`src/rtl/scan_pkg.sv`:
```
// -----------------------------------------------------------------------------
// scan_pkg
// Shared definitions for the tactile sensor scan front end. The frame buffer
// and display path also use these.
//   scan_state_t : sequencer states
//   SAMPLE_W     : ADC sample width
//   addr_width() : frame buffer address width for a given wire matrix
// -----------------------------------------------------------------------------
package scan_pkg;

  localparam int SAMPLE_W = 12;

  typedef enum logic [2:0] {
    IDLE    = 3'd0,
    SELECT  = 3'd1,
    SETTLE  = 3'd2,
    CONVERT = 3'd3,
    WAIT    = 3'd4,
    WRITE   = 3'd5
  } scan_state_t;

  // One frame buffer word per switch-wire/read-wire crossing.
  function automatic int addr_width(input int sw_cnt, input int rd_cnt);
    return $clog2(sw_cnt * rd_cnt);
  endfunction

endpackage

```
`src/rtl/scan_timer.sv`:
```
// -----------------------------------------------------------------------------
// scan_timer
// Loadable down-counter with a zero flag. Load has priority over decrement,
// and the count saturates at zero.
// Ports:
//   clk_in, rst_in : clock, asynchronous active-high reset
//   load_i         : load load_val_i this cycle
//   load_val_i     : value to load
//   dec_i          : decrement this cycle
//   zero_o         : count is zero
// -----------------------------------------------------------------------------
module scan_timer #(
  parameter int WIDTH = 8
) (
  input  logic             clk_in,
  input  logic             rst_in,
  input  logic             load_i,
  input  logic [WIDTH-1:0] load_val_i,
  input  logic             dec_i,
  output logic             zero_o
);

  logic [WIDTH-1:0] count_q, count_d;

  // NOTE: every combinational output gets a default before the if-chain, so no
  // path leaves it unassigned and no latch is inferred.
  always_comb begin
    count_d = count_q;
    if (load_i) begin
      count_d = load_val_i;
    end else if (dec_i && (count_q != '0)) begin
      count_d = count_q - WIDTH'(1);
    end
  end

  // NOTE: state is updated with non-blocking assignments only, so every flop
  // samples the pre-edge value of the others.
  always_ff @(posedge clk_in or posedge rst_in) begin
    if (rst_in) begin
      count_q <= '0;
    end else begin
      count_q <= count_d;
    end
  end

  assign zero_o = (count_q == '0);

endmodule

```
`src/rtl/sensor_scan_ctrl.sv`:
```
// -----------------------------------------------------------------------------
// sensor_scan_ctrl
// Scans every switch-wire/read-wire crossing of the tactile sensor matrix.
// It drives the mux selects, waits a settle time, and runs one ADC conversion
// per cell. Each sample is written to the frame buffer at
// sw*RD_WIRE_CNT + rd. Scanning repeats while scan_en_in is high. Scanning
// stops only on a frame boundary.
//
// Optional feature (macro SCAN_ADC_TIMEOUT_EN): abandon a cell after
// ADC_TIMEOUT cycles without a result. The bench writes 0 for that cell and
// sets the sticky adc_err_out flag. Without the macro, WAIT waits
// indefinitely and adc_err_out is tied low.
//
// Ports:
//   clk_in, rst_in     : clock, asynchronous active-high reset
//   scan_en_in         : level request for continuous scanning
//   adc_start_out      : one-cycle conversion start (CONVERT state)
//   adc_valid_in       : one-cycle result strobe, honoured only in WAIT
//   adc_data_in        : conversion result
//   sw_sel_out         : active switch-wire index
//   rd_sel_out         : active read-wire index
//   sw_drive_out       : switch-wire driver enable (any state but IDLE)
//   wr_en_out          : frame buffer write strobe
//   wr_addr_out        : frame buffer address
//   wr_data_out        : frame buffer data
//   frame_done_out     : pulse with the last cell's write
//   busy_out           : state is not IDLE
//   adc_err_out        : sticky ADC timeout flag
//
// All outputs come straight from flops. Each output flop is loaded from the
// next-state decode, so it takes its value in the same cycle as the state.
// -----------------------------------------------------------------------------
module sensor_scan_ctrl
  import scan_pkg::*;
#(
  parameter int SW_WIRE_CNT   = 16,
  parameter int RD_WIRE_CNT   = 16,
  parameter int SETTLE_CYCLES = 64,
  parameter int ADC_TIMEOUT   = 1024
) (
  input  logic                                         clk_in,
  input  logic                                         rst_in,
  input  logic                                         scan_en_in,
  output logic                                         adc_start_out,
  input  logic                                         adc_valid_in,
  input  logic [SAMPLE_W-1:0]                          adc_data_in,
  output logic [$clog2(SW_WIRE_CNT)-1:0]               sw_sel_out,
  output logic [$clog2(RD_WIRE_CNT)-1:0]               rd_sel_out,
  output logic                                         sw_drive_out,
  output logic                                         wr_en_out,
  output logic [addr_width(SW_WIRE_CNT, RD_WIRE_CNT)-1:0] wr_addr_out,
  output logic [SAMPLE_W-1:0]                          wr_data_out,
  output logic                                         frame_done_out,
  output logic                                         busy_out,
  output logic                                         adc_err_out
);

  localparam int SW_W    = $clog2(SW_WIRE_CNT);
  localparam int RD_W    = $clog2(RD_WIRE_CNT);
  localparam int ADDR_W  = addr_width(SW_WIRE_CNT, RD_WIRE_CNT);
  localparam int TMR_MAX = (SETTLE_CYCLES > ADC_TIMEOUT) ? SETTLE_CYCLES : ADC_TIMEOUT;
  localparam int TMR_W   = $clog2(TMR_MAX + 1);

  scan_state_t state_q, state_d;
  logic [SW_W-1:0]     sw_q, sw_d;
  logic [RD_W-1:0]     rd_q, rd_d;

  logic                tmr_load, tmr_dec, tmr_zero;
  logic [TMR_W-1:0]    tmr_val;

  logic [SAMPLE_W-1:0] wr_data_q, wr_data_d;
  logic [ADDR_W-1:0]   wr_addr_q;
  logic [SW_W-1:0]     sw_sel_q;
  logic [RD_W-1:0]     rd_sel_q;
  logic                adc_start_q, sw_drive_q, wr_en_q, frame_done_q, busy_q;

  logic                last_cell;
  assign last_cell = (sw_q == SW_W'(SW_WIRE_CNT - 1)) && (rd_q == RD_W'(RD_WIRE_CNT - 1));

`ifdef SCAN_ADC_TIMEOUT_EN
  logic err_q, err_d;
`endif

  // The timer is loaded with N-1 and the FSM leaves on the zero flag. The
  // state then lasts exactly N cycles: SETTLE_CYCLES for settle, and
  // ADC_TIMEOUT for the wait.
  scan_timer #(.WIDTH(TMR_W)) u_timer (
    .clk_in    (clk_in),
    .rst_in    (rst_in),
    .load_i    (tmr_load),
    .load_val_i(tmr_val),
    .dec_i     (tmr_dec),
    .zero_o    (tmr_zero)
  );

  always_comb begin
    state_d   = state_q;
    sw_d      = sw_q;
    rd_d      = rd_q;
    tmr_load  = 1'b0;
    tmr_dec   = 1'b0;
    tmr_val   = '0;
    wr_data_d = wr_data_q;
`ifdef SCAN_ADC_TIMEOUT_EN
    err_d     = err_q;
`endif
    unique case (state_q)
      IDLE: begin
        if (scan_en_in) begin
          sw_d    = '0;
          rd_d    = '0;
          state_d = SELECT;
        end
      end
      SELECT: begin
        tmr_load = 1'b1;
        tmr_val  = TMR_W'(SETTLE_CYCLES - 1);
        state_d  = SETTLE;
      end
      SETTLE: begin
        if (tmr_zero) state_d = CONVERT;
        else          tmr_dec = 1'b1;
      end
      CONVERT: begin
`ifdef SCAN_ADC_TIMEOUT_EN
        tmr_load = 1'b1;
        tmr_val  = TMR_W'(ADC_TIMEOUT - 1);
`endif
        state_d  = WAIT;
      end
      WAIT: begin
        if (adc_valid_in) begin
          wr_data_d = adc_data_in;
          state_d   = WRITE;
        end
`ifdef SCAN_ADC_TIMEOUT_EN
        else if (tmr_zero) begin
          wr_data_d = '0;
          err_d     = 1'b1;
          state_d   = WRITE;
        end else begin
          tmr_dec = 1'b1;
        end
`endif
      end
      WRITE: begin
        if (last_cell) begin
          sw_d    = '0;
          rd_d    = '0;
          state_d = scan_en_in ? SELECT : IDLE;
        end else begin
          // rd is the inner index; sw advances when rd wraps.
          if (rd_q == RD_W'(RD_WIRE_CNT - 1)) begin
            rd_d = '0;
            sw_d = sw_q + SW_W'(1);
          end else begin
            rd_d = rd_q + RD_W'(1);
          end
          state_d = SELECT;
        end
      end
      default: state_d = IDLE;
    endcase
  end

  always_ff @(posedge clk_in or posedge rst_in) begin
    if (rst_in) begin
      state_q      <= IDLE;
      sw_q         <= '0;
      rd_q         <= '0;
      sw_sel_q     <= '0;
      rd_sel_q     <= '0;
      adc_start_q  <= 1'b0;
      sw_drive_q   <= 1'b0;
      wr_en_q      <= 1'b0;
      wr_addr_q    <= '0;
      wr_data_q    <= '0;
      frame_done_q <= 1'b0;
      busy_q       <= 1'b0;
    end else begin
      state_q      <= state_d;
      sw_q         <= sw_d;
      rd_q         <= rd_d;
      adc_start_q  <= (state_d == CONVERT);
      sw_drive_q   <= (state_d != IDLE);
      busy_q       <= (state_d != IDLE);
      wr_en_q      <= (state_d == WRITE);
      frame_done_q <= (state_d == WRITE) && last_cell;
      wr_data_q    <= wr_data_d;
      if (state_d == SELECT) begin
        sw_sel_q <= sw_d;
        rd_sel_q <= rd_d;
      end
      // WRITE is entered only from WAIT. The indices still name the cell
      // being written at that point.
      if (state_d == WRITE) begin
        wr_addr_q <= ADDR_W'(sw_q) * ADDR_W'(RD_WIRE_CNT) + ADDR_W'(rd_q);
      end
    end
  end

`ifdef SCAN_ADC_TIMEOUT_EN
  always_ff @(posedge clk_in or posedge rst_in) begin
    if (rst_in) err_q <= 1'b0;
    else        err_q <= err_d;
  end
  assign adc_err_out = err_q;
`else
  assign adc_err_out = 1'b0;
`endif

  assign adc_start_out  = adc_start_q;
  assign sw_sel_out     = sw_sel_q;
  assign rd_sel_out     = rd_sel_q;
  assign sw_drive_out   = sw_drive_q;
  assign wr_en_out      = wr_en_q;
  assign wr_addr_out    = wr_addr_q;
  assign wr_data_out    = wr_data_q;
  assign frame_done_out = frame_done_q;
  assign busy_out       = busy_q;

endmodule
```
`config.mk`:
```
export PLATFORM = sky130hd
export DESIGN_NAME = sensor_scan_ctrl
export DESIGN_NICKNAME = d
export VERILOG_FILES = /design/src/rtl/scan_pkg.sv /design/src/rtl/scan_timer.sv /design/src/rtl/sensor_scan_ctrl.sv
export SDC_FILE = /design/constraint.sdc
export NUM_CORES = 1
export LEC_CHECK = 0
export ABC_AREA = 0
export BUFFER_PORTS_ARGS = -buffer_cell sky130_fd_sc_hd__buf_2
export CAP_MARGIN = 5
export CORE_MARGIN = 2
export CORE_UTILIZATION = 35
export CTS_BUF_LIST = sky130_fd_sc_hd__clkbuf_16
export DETAILED_ROUTE_END_ITERATION = 16
export PLACE_DENSITY = 0.55
export SLEW_MARGIN = 20
export SYNTH_ARGS = -nofsm -noshare
export SYNTH_HDL_FRONTEND = slang
export SYNTH_HIERARCHICAL = 1
export SYNTH_SLANG_ARGS = --single-unit
```
`constraint.sdc`:
```
create_clock -name clk_in -period 2.9 [get_ports clk_in]
set_input_delay 0 -clock clk_in [delete_from_list [all_inputs] [get_ports clk_in]]
set_output_delay 0 -clock clk_in [all_outputs]
set_load 0.05 [all_outputs]
```
==> out/summary.txt <==
Final global-route overflow total = 0
Max-slew headroom = 0.405
CTS Sinks = 54
Clock H-tree levels = 2
Post-Route Setup TNS = 0 ns
Comb pwr share = 0.041
Leakage power = 0.00160 µW
Final setup margin = 0.188 ns
Critical path peak fanout = 5
Seq cells post-synth = 54
Fin cells = 397
Max IR drop VDD = 246 µV
Placed cells = 376
Worst hold path type = input pin to register
Top-count cell post-synth = dfrtp_1
IO Pins = 50
CTS tree = yes
Synth top area cells = dfrtp_1, mux2_2, o21ai_0
Wirelength per Cell = 13.2 µm
Psw = 292 µW
Critical path class = register to register
WP data required = 3.07 ns
Die area = 8060 µm²
P&R area growth vs syn = 25.2%
Distinct cell type count after synthesis = 56
Final Hold Fails = 0
Switch share = 0.210
Tmin final = 2.71 ns
Post-layout total power = 1390 µW
Worst skew pair latency = 0.28 ns
Starting density of the core = 0.359
Die X = 89.8 µm
Worst Tran Pin Value = 0.892 ns
Nets = 316
GPL Wtd Cong = 0.753
Die Height = 89.8 µm
Synth Warn # = 6
Total iterations of the first detailed-routing run = 4
Post-synth EDFFs = 0
Slew Limit Fails = 0
Hold_ws = 0.164 ns
Vias in the first global route = 1,847
Setup-failing EPs final = 0
Root buffer cell = clkbuf_16
Clock power frac = 0.412
Setup WS pre-CTS = 0.0528 ns
Setup crit end kind = register
RSZ-0062 raised after global routing = no
Core Footprint = 7180 µm²
Period utilisation layout = 0.935
Post-Syn Area = 2570 µm²
Status = finished, final reports clean
Sequential group share of total power = 0.547
Seq/Total Area, Yosys = 0.525
Yosys top cell area share = 0.525
Postcts setup bufs = 0
Routed WL = 5.25 mm
Most used DFF post-synth = dfrtp_1
Max Clk Rate = 369 MHz
Worst-path clk slew = 0.07 ns
Antenna-violating nets left = 0
PortBufs = 48
Internal Power = 1100 µW
Largest net degree at the start of global routing = 44
Max clock buf depth = 2
# rows = 31
PwrDens = 432 nW/µm²
Via count = 1,891
Mean Syn Cell Area = 11.2 µm²
Asr flop ratio synth = 1.00
Yosys top cell by area = dfrtp_1
Final clock skew = 0.00335 ns
Synth cell count leaders = dfrtp_1, mux2_2, nand2_1
CP startpoint kind = register
First-pass GRT wire length = 9.16 mm
Cells after Synth = 229
Worst Path Arrival = 2.88 ns
GR Util All Layers = 0.139
Initial antenna violation count = 0
Drt initial violations = 98
Inserted Clock Buffers = 5
Vias per cell = 4.76
Max-cap viol count = 0
Layout cells sized above 1 = 0.319
Diode count = 0
Number of remaining DRC errors = 0
DP HPWL = 3.60 mm
-- power groups by stage --
stage	combinational (µW)	clock (µW)	sequential, µW
after floorplan	24.7	0	777
after global placement	44.7	0	776
after detailed placement	44.9	0	775
after CTS	58.4	597	761
after global routing	65.8	628	761
final	56.8	574	761
-- per-layer routing --
metal	vias to the layer above	global-route usage	part of all wire
li1	945	-	-
met1	902	0.194	0.50
met2	42	0.215	0.46
met3	2	0.0285	0.036
met4	0	0.0500	0.0072
met5	-	0	0
-- flip-flops by register name (all words and copies together) (netlist names) --
name and flops:
state_q 3, frame_done_out 1, busy_out 1, rd_sel_out 4, u_timer/count_q 11, sw_q 4, sw_sel_out 4, wr_data_out 12
wr_en_out 1, wr_addr_out 8, adc_start_out 1, rd_q 4
-- worst max-delay path, cell delays in order (launching register included) --
cell and delay, ns:
dfrtp_1 0.40, inv_1 0.06, ha_1 0.22, nor3b_1 0.21
nand3_1 0.18, inv_1 0.08, nor3b_2 0.30, or3b_2 0.55
a2111oi_2 0.36, xnor2_1 0.15, o21ai_0 0.08
-- cells in the final DEF, fill, tap and decap left out, drive strengths merged, types with 2 or more instances in the layout --
cell type	netlist	final
a2111oi	3	3
a31oi	2	2
nor3	5	5
nand2	18	18
xor2	2	2
buf	10	55
dfrtp	54	54
mux2	21	21
nand2b	3	3
o2bb2ai	2	2
a21oi	10	10
nor4	2	2
nor2	9	9
nand3	3	3
a22o	2	2
conb	1	6
nor3b	2	2
nand4	2	2
o21ai	17	17
inv	11	13
ha	3	3
or3b	2	2
clkbuf	2	5
or3	5	5
a21o	8	8
dlygate4sd3	0	13
and3	4	4
nor2b	2	2
xnor2	6	6
-- final cells by class --
cell class                      count  area (µm²)
Tap cell                           99         124
Multi-Input combinational cell    157        1140
Fill cell                         676        3950
Sequential cell                    54        1350
Clock inverter                      3        16.3
Timing Repair Buffer               68         423
Clock buffer                        5         125
Inverter                           11        41.3
-- worst paths after layout --
path / startpoint / end / slack (ns) / depth (start not counted)
setup / recovery: u_timer/count_q[0] / u_timer/count_q[7] / 0.19 / 10
hold / removal: scan_en_in / rd_sel_out[2] / 0.16 / 3
setup reg to reg: u_timer/count_q[0] / u_timer/count_q[7] / 0.19 / 10
hold reg to reg: sw_sel_out[1] / sw_sel_out[1] / 0.47 / 1
max in group asynchronous: rst_in / wr_data_out[6] / 1.88 / 3
min in group asynchronous: rst_in / u_timer/count_q[1] / 0.27 / 3
-- per-stage QoR --
step	util	instance area [µm²]
2_1_floorplan	-	2590
3_3_place_gp	0.411	2950
3_5_place_dp	0.411	2950
4_1_cts	0.448	3220
6_report	0.449	3220
5_1_grt	0.449	3220
-- logic make-up after synthesis --
group,count (synthesis),synth area share
AOI/OAI and AO/OA,55,0.152
buffers and inverters,23,0.0447
other,1,0.00146
and+or+nand+nor,63,0.138
muxes,22,0.0972
xor gates and xnor gates,8,0.0272
adders and majority gates,3,0.0146
DFF,54,0.525
-- repair_timing --
item                                   CTS  global route
hold buffers                            13             0
endpoints found under the hold margin   66             0
gates resized for setup                  0             2
setup endpoints to repair                0             3
No activity file was read; power rests on OpenSTA's default activity.
